$ cat config.mk
export PLATFORM = sky130hd
export DESIGN_NAME = fetch_queue
export DESIGN_NICKNAME = d
export VERILOG_FILES = /design/src/rtl/fetch_queue.sv
export SDC_FILE = /design/constraint.sdc
export NUM_CORES = 1
export LEC_CHECK = 0
export ABC_AREA = 1
export BUFFER_PORTS_ARGS = -buffer_cell sky130_fd_sc_hd__buf_4
export CAP_MARGIN = 0
export CORE_AREA = 2 2 156 158
export DETAILED_ROUTE_END_ITERATION = 16
export DIE_AREA = 0 0 158 160
export GPL_TIMING_DRIVEN = 0
export MAX_ROUTING_LAYER = met4
export PLACE_DENSITY_LB_ADDON = 0.15
export RECOVER_POWER = 100
export SYNTH_ARGS = -nofsm -noshare
export SYNTH_HDL_FRONTEND = slang
export SYNTH_SLANG_ARGS = --single-unit
$ cat constraint.sdc
create_clock -name clock -period 4.63 [get_ports clock]
set_input_delay 0 -clock clock [delete_from_list [all_inputs] [get_ports clock]]
set_output_delay 0 -clock clock [all_outputs]
set_load 0.02 [all_outputs]
$ cat src/rtl/fetch_queue.sv
// Instruction-fetch front end: owns the fetch PC, captures the combinational
// memory read into a small circular buffer and hands {pc, instr} to decode.
module fetch_queue #(
    parameter int          DEPTH    = 4,
    parameter logic [31:0] RESET_PC = 32'h0,
    localparam int         CW       = $clog2(DEPTH + 1),
    localparam int         PW       = $clog2(DEPTH)
) (
    input  logic          clock,
    input  logic          reset,
    output logic [31:0]   io_imem_address,
    input  logic [31:0]   io_imem_instruction,
    input  logic          io_redirect_valid,
    input  logic [31:0]   io_redirect_pc,
    output logic          io_out_valid,
    input  logic          io_out_ready,
    output logic [31:0]   io_out_pc,
    output logic [31:0]   io_out_instruction,
    output logic [CW-1:0] io_count
);

    localparam logic [CW-1:0] FULL = CW'(DEPTH);

    logic [31:0]   r_pc;
    logic [31:0]   r_mem_pc    [DEPTH];
    logic [31:0]   r_mem_instr [DEPTH];
    logic [PW-1:0] r_rd;
    logic [PW-1:0] r_wr;
    logic [CW-1:0] r_count;

    logic          w_deq;
    logic          w_enq;
    logic [CW-1:0] w_count_next;
    logic          w_unused_ok;

    // Redirect targets are word-aligned; the low bits are simply dropped.
    assign w_unused_ok = &{1'b0, io_redirect_pc[1:0]};

    assign w_deq = (r_count != '0) && io_out_ready;
    // A full buffer can still accept when the head leaves on the same edge.
    assign w_enq = !io_redirect_valid && ((r_count < FULL) || w_deq);

    always_comb begin
        w_count_next = r_count;
        if (w_enq && !w_deq)
            w_count_next = r_count + CW'(1);
        else if (!w_enq && w_deq)
            w_count_next = r_count - CW'(1);
    end

    always_ff @(posedge clock) begin
        if (!reset) begin
            r_pc    <= RESET_PC;
            r_rd    <= '0;
            r_wr    <= '0;
            r_count <= '0;
        end else if (io_redirect_valid) begin
            r_pc    <= {io_redirect_pc[31:2], 2'b00};
            r_rd    <= '0;
            r_wr    <= '0;
            r_count <= '0;
        end else begin
            if (w_enq) begin
                r_wr <= r_wr + PW'(1);
                r_pc <= r_pc + 32'd4;
            end
            if (w_deq)
                r_rd <= r_rd + PW'(1);
            r_count <= w_count_next;
        end
    end

    // Storage needs no reset; entries are only visible once counted.
    always_ff @(posedge clock) begin
        if (reset && w_enq) begin
            r_mem_pc[r_wr]    <= r_pc;
            r_mem_instr[r_wr] <= io_imem_instruction;
        end
    end

    assign io_imem_address    = r_pc;
    assign io_out_valid       = (r_count != '0);
    assign io_out_pc          = r_mem_pc[r_rd];
    assign io_out_instruction = r_mem_instr[r_rd];
    assign io_count           = r_count;

endmodule

== After elaboration in Yosys (flattened, before gate mapping) ==
Memories as Yosys holds them, arrays and structs flattened. A register that Yosys moved wholly into a read port is not among the register bits.
Index checks and enable logic that the tools add are counted.
Operators by class
  add/sub/neg operators: 5
  magnitude comparators: 1
  muxes and demuxes: 10
  bitwise gates (word level): 1
  reductions and logical operators: 13
Operator list (count)
  two-way mux 32 bit: 2
  adder 32 x 3 -> 32 bit (second input constant): 1
  two-way mux 2 bit: 4
  two-way mux 3 bit: 2
  logical AND 1 bit: 5
  adder 2 x 1 -> 2 bit (second input constant): 2
  nonzero test 2 bit: 2
  adder 3 x 1 -> 3 bit (second input constant): 1
  logical NOT 1 bit: 3
  less-than comparator 3 bit (second input constant): 1
  nonzero test 3 bit: 1
  subtractor 3 x 1 -> 3 bit (second input constant): 1
  two-way mux 1 bit: 2
  OR reduction 2 bit: 1
  logical OR 1 bit: 1
  inverter 1 bit: 1
Word-level totals
  bits in registers: 39
  RAM bits: 256
  input bits: 68
  output and inout port bits: 100
  word-level logic and storage cells: 37
  memories: 2
Memories
  r_mem_instr: words 4, width 32, rd ports 1, clocked after memory_dff 1, wr ports 1, line 26  | logic [31:0] r_mem_instr [DEPTH];
  r_mem_pc: words 4, width 32, rd ports 1, clocked after memory_dff 1, wr ports 1, line 25  | logic [31:0] r_mem_pc [DEPTH];

== Logic depth before layout (Yosys ltp) ==
Gate-level depths: netlist of the first run.
  depth after elaboration: 8
  depth in mapped cells: 11
  depth with buffers taken out: 10

== Worst setup path after synthesis of the first run ==
Ideal clock, no wire load.
  path kind: register to register
  start point: register r_count[2], in the netlist io_count[2]
  end point: memory r_mem_instr[0][0] (enable)
  arrival: 3431 ps
  data required time: 4148 ps
  slack: 716 ps
  stages on the path, launching flop included: 6
  path buffers: 0
  period minus slack after synthesis: 3914 ps
  cell sequence: dfxtp_1 -> inv_1 -> nor2_4 -> nor2_4 -> inv_1 -> nor2_1
Between the ends
  longest elaborated chain between the ends: 7
  elaborated cells on any way between the ends: 8
RTL lines
  start, declared: line 29  | logic [CW-1:0] r_count;
  start signal, assigned: line 69  | r_count <= w_count_next;
  parallel branches: the longest is 2 deep, another holds less-than comparator 3 bit
  logical OR 1 bit (*): line 41  | assign w_enq = !io_redirect_valid && ((r_count < FULL) || w_deq);
  logical AND 1 bit (*): line 41
  logical AND 1 bit (*): line 75  | if (reset && w_enq) begin
  two-way mux 1 bit (*): line 75
  two-way mux 1 bit (not written as such) (*): line 77  | r_mem_instr[r_wr] <= io_imem_instruction;
  end, declared: line 26
Every way passes the cells marked *.

== Worst setup path in the final report of the first run ==
  start point: input reset
  end point: memory r_mem_pc[2][14] (enable)
Between the ends
  longest elaborated chain between the ends: 3
RTL lines
  start, declared: line 10  | input logic reset,
  logical AND 1 bit: line 75
  two-way mux 1 bit: line 75
  two-way mux 1 bit (not written as such): line 76  | r_mem_pc[r_wr] <= r_pc;
  end, declared: line 25
Every way passes these cells.

==> results.toml, run 1 <==
[timing]
hold_ws_ns = 0.261
clock_skew_ns = 0.0145
grt_setup_unrepaired = "false"
maxSlewViolCount = 0
setup_tns_ns = 0
slew_headroom_pct = 52.4
setup_viol = 0
min_period_ns = 3.29
worst_pin_slew_ns = 0.712
hold_viol = 0
fmax_mhz = 303
period_share_pct = 71.2

[yosys]
ys_ff_latch = 287
avgSynthCellArea_um2 = 11.9
synthCells = 976
synth_edf_count = 248
yosysSeqAreaShare_pct = 70.8
syn_area_um2 = 11600
synth_ff_type = "edfxtp_1"
ys_types = 35
synth_warnings = 0
synthArstFlopShare_pct = 0

[clocking]
ctsResizeCount = 0
clk-insertion-delay-late_ns = 0.55
cts_buffers = 30
cts_tree = "built"
clock-sinks = 287
cts-root-buf = "clkbuf_16"
clkTransAtPathRegs_ns = 0.06
htree_num_levels = 1
post_cts_buffers = 0
cts_buffer_depth = 3

[floorplanning]
start_util_pct = 48.8
io_pins = 168
fp.dieH_um = 160
die_area_um2 = 25300
rows = 57
core_um2 = 23800
die_w_um = 158

[critical_path]
crit_fanout = 26
arrival_ns = 3.52
r2r-end = "r_mem_pc[2][14]$_DFFE_PP_"
cp-startpoint = "reset"
rr_startpoint = "io_count[2]$_SDFFE_PP0P_"
reg2reg_slack_ns = 1.89
worstPathRequired_ns = 4.86
critical_path_class = "in2reg"
cp-end-kind = "flip-flop"
crit_end = "r_mem_pc[2][14]$_DFFE_PP_"
r2r_cells = 7
critPathLaunchType = "primary input"

[placed_design]
hpwl_um = 18600
place_congestion = 0.907
place_inst = 1473
port_buffers = 161

[grt]
grt_pass1_vias = 8307
grt_pass1_wl_um = 44700
antenna_found_initial = 0
track_usage_pct = 23.7
overflow = 0
grt_max_degree = 28

[power_and_ir_drop]
power_density_nw_per_um2 = 395
ir_drop_mv = 0.251
power_leakage_nw = 5.00

[route]
wl_per_cell_um = 18.0
finalWirelength_um = 29000
first_pass_iters = 8
vias = 8400
drc = 0
routed_via_density = 5.22
detail-route-antenna-nets = 0
drt_iter0_markers = 563

[cells_and_area]
final_nets = 1338
drive_above_1_share_pct = 9.72
syn_to_final_growth_pct = 26.9
antenna_cells = 0
fin_cells = 1610

[outcome]
status = "finished clean"

[job]
maxCapViolCount = 0

[worst_hold_path]
hp-class = "in2reg"
metal layers:
metal / GRT usage (%) / vias to the layer above / wire (µm)
met5: - / - / 0
li1: - / 4090 / -
met1: 31.9 / 3983 / 12600
met3: 2.96 / 48 / 1630
met2: 38.9 / 279 / 14200
met4: 5.53 / 0 / 569
Yosys cell counts (all sizes together), types with 2 or more instances:
library cell | number | area [µm²]
or2 | 4 | 25.0
xnor2 | 2 | 17.5
nor3b | 2 | 15.0
nor3 | 3 | 15.0
xor2 | 8 | 70.1
inv | 41 | 154
clkbuf | 35 | 141
nand3 | 27 | 145
o21ai | 139 | 696
a21oi | 25 | 125
dfxtp | 39 | 781
nand4 | 3 | 18.8
o22ai | 63 | 394
ha | 6 | 75.1
nor2 | 169 | 717
o21bai | 2 | 15.0
a22oi | 19 | 143
buf | 18 | 105
nand2 | 111 | 434
edfxtp | 248 | 7450
a31oi | 7 | 43.8
what timing repair did:
item | in CTS | in global routing
endpoints found under the setup margin | 0 | 0
hold buffers | 82 | 0
endpoints found under the hold margin | 167 | 0
how the worst min path moves through the flow:
stage | cells past startpoint | slack [ns] | start | endpoint
2_1_floorplan | 0 | 0.1 | io_imem_instruction[0] | r_mem_instr[0][0]$_DFFE_PP_
6_report | 2 | 0.26 | io_imem_instruction[29] | r_mem_instr[3][29]$_DFFE_PP_
3_3_place_gp | 1 | 0.20 | io_imem_instruction[13] | r_mem_instr[2][13]$_DFFE_PP_
3_5_place_dp | 1 | 0.20 | io_imem_instruction[9] | r_mem_instr[1][9]$_DFFE_PP_
5_1_grt | 2 | 0.27 | io_imem_instruction[1] | r_mem_instr[2][1]$_DFFE_PP_
4_1_cts | 2 | 0.18 | io_imem_instruction[8] | r_mem_instr[0][8]$_DFFE_PP_
cells in the final DEF, fill, tap and decap left out, types with 8 or more instances in the layout:
master,Yosys,final
nor2_4,10,8
clkbuf_16,0,31
o22ai_1,63,63
nand3_1,25,25
o21ai_0,137,138
clkbuf_1,34,171
nand2_1,106,106
inv_1,39,41
dlygate4sd3_1,0,82
xor2_1,8,8
buf_4,6,36
edfxtp_1,248,248
a22oi_1,19,19
dfxtp_1,39,39
buf_2,12,12
a21oi_1,25,25
nor2_1,156,158
clkinv_2,0,8
worst max-delay path: stages:
cell and delay [ns]:
dlygate4sd3_1 0.55, clkbuf_1 0.25, inv_1 0.20, nor2_1 0.49, inv_1 0.12, nor2_1 0.57
inv_1 0.35, nor2_4 0.49, buf_12 0.26, buf_12 0.22
metrics by stage:
step / cell area, µm² / setup slack (ns) / util (%) / power [mW]
detailed placement: 13500 / 2.05 / 56.6 / 3.50
finish: 14800 / 1.34 / 61.9 / 5.83
global route: 14800 / 1.14 / 61.9 / 6.01
global placement: 13200 / -1.82 / 55.6 / 3.49
floorplan: 11600 / 0.716 / - / 3.24
CTS: 15300 / 2.05 / 64.2 / 5.93
flip-flops by register name, summed over array words and instances (netlist names), named ones only:
signal           cells
io_imem_address     30
r_mem_pc           120
r_rd                 2
r_mem_instr        128
io_count             3
r_wr                 2
cell families (layout without fill, tap and decap cells):
family          after synthesis  in the layout  synth area share (%)
xor+xnor                     10             10                 0.754
simple gates                320            320                  11.8
other cells                   1              4                0.0323
fa+ha+maj                     7              7                 0.818
buf+inv                      94            401                  3.44
compound gates              257            257                  12.3
flops                       287            287                  70.8
final cells by class:
type / count / area [µm²]
fillers: 2006 / 9070
inverters: 41 / 154
clock inverters: 18 / 190
flip-flops and latches: 287 / 8230
repair buffers: 252 / 1750
clock buffers: 37 / 808
plain buffers: 53 / 229
multi-input cells: 598 / 2990
well taps: 324 / 405
power by group:
part	switching (mW)	internal, mW
Combinational	0.307	0.176
Clock	0.940	1.45
Sequential	0.0634	2.89
(Power assumes the default switching activity.)
==> run 2: changes to the inputs <==
--- a/config.mk
+++ b/config.mk
@@ -5,12 +5,12 @@
 export SDC_FILE = /design/constraint.sdc
 export NUM_CORES = 1
 export LEC_CHECK = 0
-export ABC_AREA = 1
+export ABC_AREA = 0
 export BUFFER_PORTS_ARGS = -buffer_cell sky130_fd_sc_hd__buf_4
 export CAP_MARGIN = 0
-export CORE_AREA = 2 2 156 158
+export CORE_AREA = 2 2 153 155
 export DETAILED_ROUTE_END_ITERATION = 16
-export DIE_AREA = 0 0 158 160
+export DIE_AREA = 0 0 155 157
 export GPL_TIMING_DRIVEN = 0
 export MAX_ROUTING_LAYER = met4
 export PLACE_DENSITY_LB_ADDON = 0.15
==> constraint.sdc (replaced) <==
create_clock -name clock -period 3.2 [get_ports clock]
set_input_delay 0 -clock clock [delete_from_list [all_inputs] [get_ports clock]]
set_output_delay 0 -clock clock [all_outputs]
set_load 0.02 [all_outputs]
==> run 2 against run 1 <==
Non-clock buffer count down 35. Cell count down 27%. Sequential cell count unchanged. First-iteration DRC count down 16%. Sequential power up 45%. Via count down 21%. Synthesized area down 4.0%. Wire length down 16%. Utilization up 0.55 points. Clock-buffer cell count up 2. Critical endpoint is now r_mem_pc[0][2]$_DFFE_PP_. Largest cell class unchanged. Largest power group unchanged.
==> results.toml, run 2 <==
[placed_design]
port_buffers = 161
place_congestion = 0.887
hpwl_um = 15300
place_inst = 1052
dp_slack_ns = 0.810

[grt]
grt_pass1_wl_um = 37300
grt_max_degree = 49
track_usage_pct = 20.4
overflow = 0
grt_pass1_vias = 6782
antenna_found_initial = 0

[timing]
worst_pin_slew_ns = 1.02
setup_viol = 0
maxSlewViolCount = 0
setup_tns_ns = 0
hold_ws_ns = 0.0476
slew_headroom_pct = 31.2
min_period_ns = 2.90
setup_ws_ns = 0.303
grt_setup_unrepaired = "false"
fmax_mhz = 345
clock_skew_ns = 0.00786
period_share_pct = 90.5
hold_viol = 0

[critical_path]
crit_fanout = 48
r2r-end = "r_mem_pc[0][2]$_DFFE_PP_"
critical_path_class = "reg2reg"
rr_startpoint = "io_count[2]$_SDFFE_PP0P_"
cp-end-kind = "flip-flop"
reg2reg_slack_ns = 0.30
critPathLaunchType = "flip-flop"
r2r_cells = 5
cp-startpoint = "io_count[2]$_SDFFE_PP0P_"
crit_end = "r_mem_pc[0][2]$_DFFE_PP_"
worstPathRequired_ns = 3.36
arrival_ns = 3.06

[clocking]
cts-root-buf = "clkbuf_16"
cts_tree = "built"
clock-sinks = 287
htree_num_levels = 1
clkTransAtPathRegs_ns = 0.07
cts_buffers = 28
cts_buffer_depth = 3
clk-insertion-delay-late_ns = 0.53

[floorplanning]
fp.dieH_um = 157
die_w_um = 155
io_pins = 168
core_um2 = 22500
rows = 55
start_util_pct = 49.6
die_area_um2 = 24300

[yosys]
synth_most_common_cell = "edfxtp_1"
ys_types = 48
netlist.area_leader.share_pct = 66.7
synth_edf_count = 248
ys_ff_latch = 287
ys_top_cells_by_count = "248 x edfxtp_1, 62 x mux4_2, 39 x dfxtp_1"
synthCells = 599
avgSynthCellArea_um2 = 18.6
synthArstFlopShare_pct = 0
syn_area_um2 = 11200
yosysSeqAreaShare_pct = 73.7
synthTopCellsByArea = "edfxtp_1 67%, mux4_2 13%, dfxtp_1 7.0%"
synth_warnings = 0
synth_ff_type = "edfxtp_1"
synth_top_area_cell = "edfxtp_1"

[route]
drt_iter0_markers = 475
first_pass_iters = 4
finalWirelength_um = 24200
drc = 0
detail-route-antenna-nets = 0
wl_per_cell_um = 20.6
routed_via_density = 5.66
vias = 6659

[power_and_ir_drop]
power_density_nw_per_um2 = 599
ir_drop_mv = 0.355
power_leakage_nw = 4.54

[worst_hold_path]
hp-class = "in2reg"

[cells_and_area]
mostFrequentLayoutCell = "edfxtp_1"
antenna_cells = 0
top_register = "r_mem_instr"
layout_common_cells = "248 x edfxtp_1, 148 x clkbuf_1, 72 x dlygate4sd3_1, 62 x mux4_2, 43 x buf_4"
drive_above_1_share_pct = 18.9
syn_to_final_growth_pct = 26.0
largest_reg_flops = 128
fin_cells = 1176
final_nets = 944
fillerInstances = 1726

[outcome]
status = "finished clean"

[job]
maxCapViolCount = 0
## run 2: routing by layer
| layer | part of all wire (%) | up-vias | global-route usage [%] |
|---|---|---|---|
| met5 | 0 | - | - |
| met4 | 1.6 | 0 | 4.81 |
| met3 | 6.6 | 32 | 3.08 |
| met2 | 49 | 284 | 33.0 |
| met1 | 43 | 3335 | 27.8 |
| li1 | - | 3008 | - |
## run 2: worst min path at each step
stage / from / endpoint / slack, ns / cells after the start
CTS: io_redirect_valid / io_imem_address[26]$_SDFFE_PN0P_ / 0.02 / 5
finish: io_redirect_valid / io_imem_address[26]$_SDFFE_PN0P_ / 0.05 / 5
detailed placement: io_imem_instruction[1] / r_mem_instr[2][1]$_DFFE_PP_ / 0.20 / 1
global route: io_redirect_valid / io_imem_address[26]$_SDFFE_PN0P_ / 0.05 / 5
floorplan: io_imem_instruction[0] / r_mem_instr[0][0]$_DFFE_PP_ / 0.1 / 0
global placement: io_imem_instruction[0] / r_mem_instr[0][0]$_DFFE_PP_ / 0.20 / 1
## run 2: critical path, cell delays in order, from the launching register on
cell and delay [ns]:
dfxtp_1 0.35, nor2b_1 0.20, clkbuf_1 0.29, nor2_1 0.35, and2_1 0.75, buf_6 0.49
## run 2: cell families (layout without fill, tap and decap cells)
kind of cell,count (synthesis),after routing,synth area share [%]
multiplexers,64,64,12.7
flip-flops,287,287,73.7
buffers and inverters,40,329,1.63
other,1,4,0.0336
XOR/XNOR,13,13,1.02
AND/OR/NAND/NOR,115,115,5.99
adder cells (fa/ha/maj),7,7,0.852
AO/OA/AOI/OAI,72,72,4.06
## run 2: timing repair
action | 4_1_cts | 5_1_grt
gates resized for setup | 0 | 0
setup endpoints to repair | 0 | 0
endpoints found under the hold margin | 162 | 0
setup buffers | 0 | 0
hold buffers | 72 | 0
## run 2: area by class of cell
cell class                 count  area (µm²)  share of cell area, %
sequential                   287        8230                   58.5
multi-input combinational    275        2750                   19.6
timing repair buffer         237        1530                   10.9
clock buffer                  39         833                   5.93
tap                          285         357                   2.54
clock inverter                13         181                   1.29
buffer                        33         153                   1.09
inverter                       7        26.3                  0.187
## run 2: power by group
| part | total, mW | switching, mW | internal [mW] |
|---|---|---|---|
| registers | 4.27 | 0.0934 | 4.18 |
| clock network | 3.49 | 1.35 | 2.15 |
| logic | 0.650 | 0.373 | 0.276 |
| total | 8.42 | 1.82 | 6.60 |
## run 2: metrics by stage
stage | util (%) | power [mW] | cell area (µm²)
final | 62.5 | 8.42 | 14100
after CTS | 64.8 | 8.60 | 14600
after detailed placement | 57.1 | 5.03 | 12900
after floorplan | - | 4.70 | 11200
after global placement | 56.6 | 5.01 | 12700
after global routing | 62.5 | 8.69 | 14100
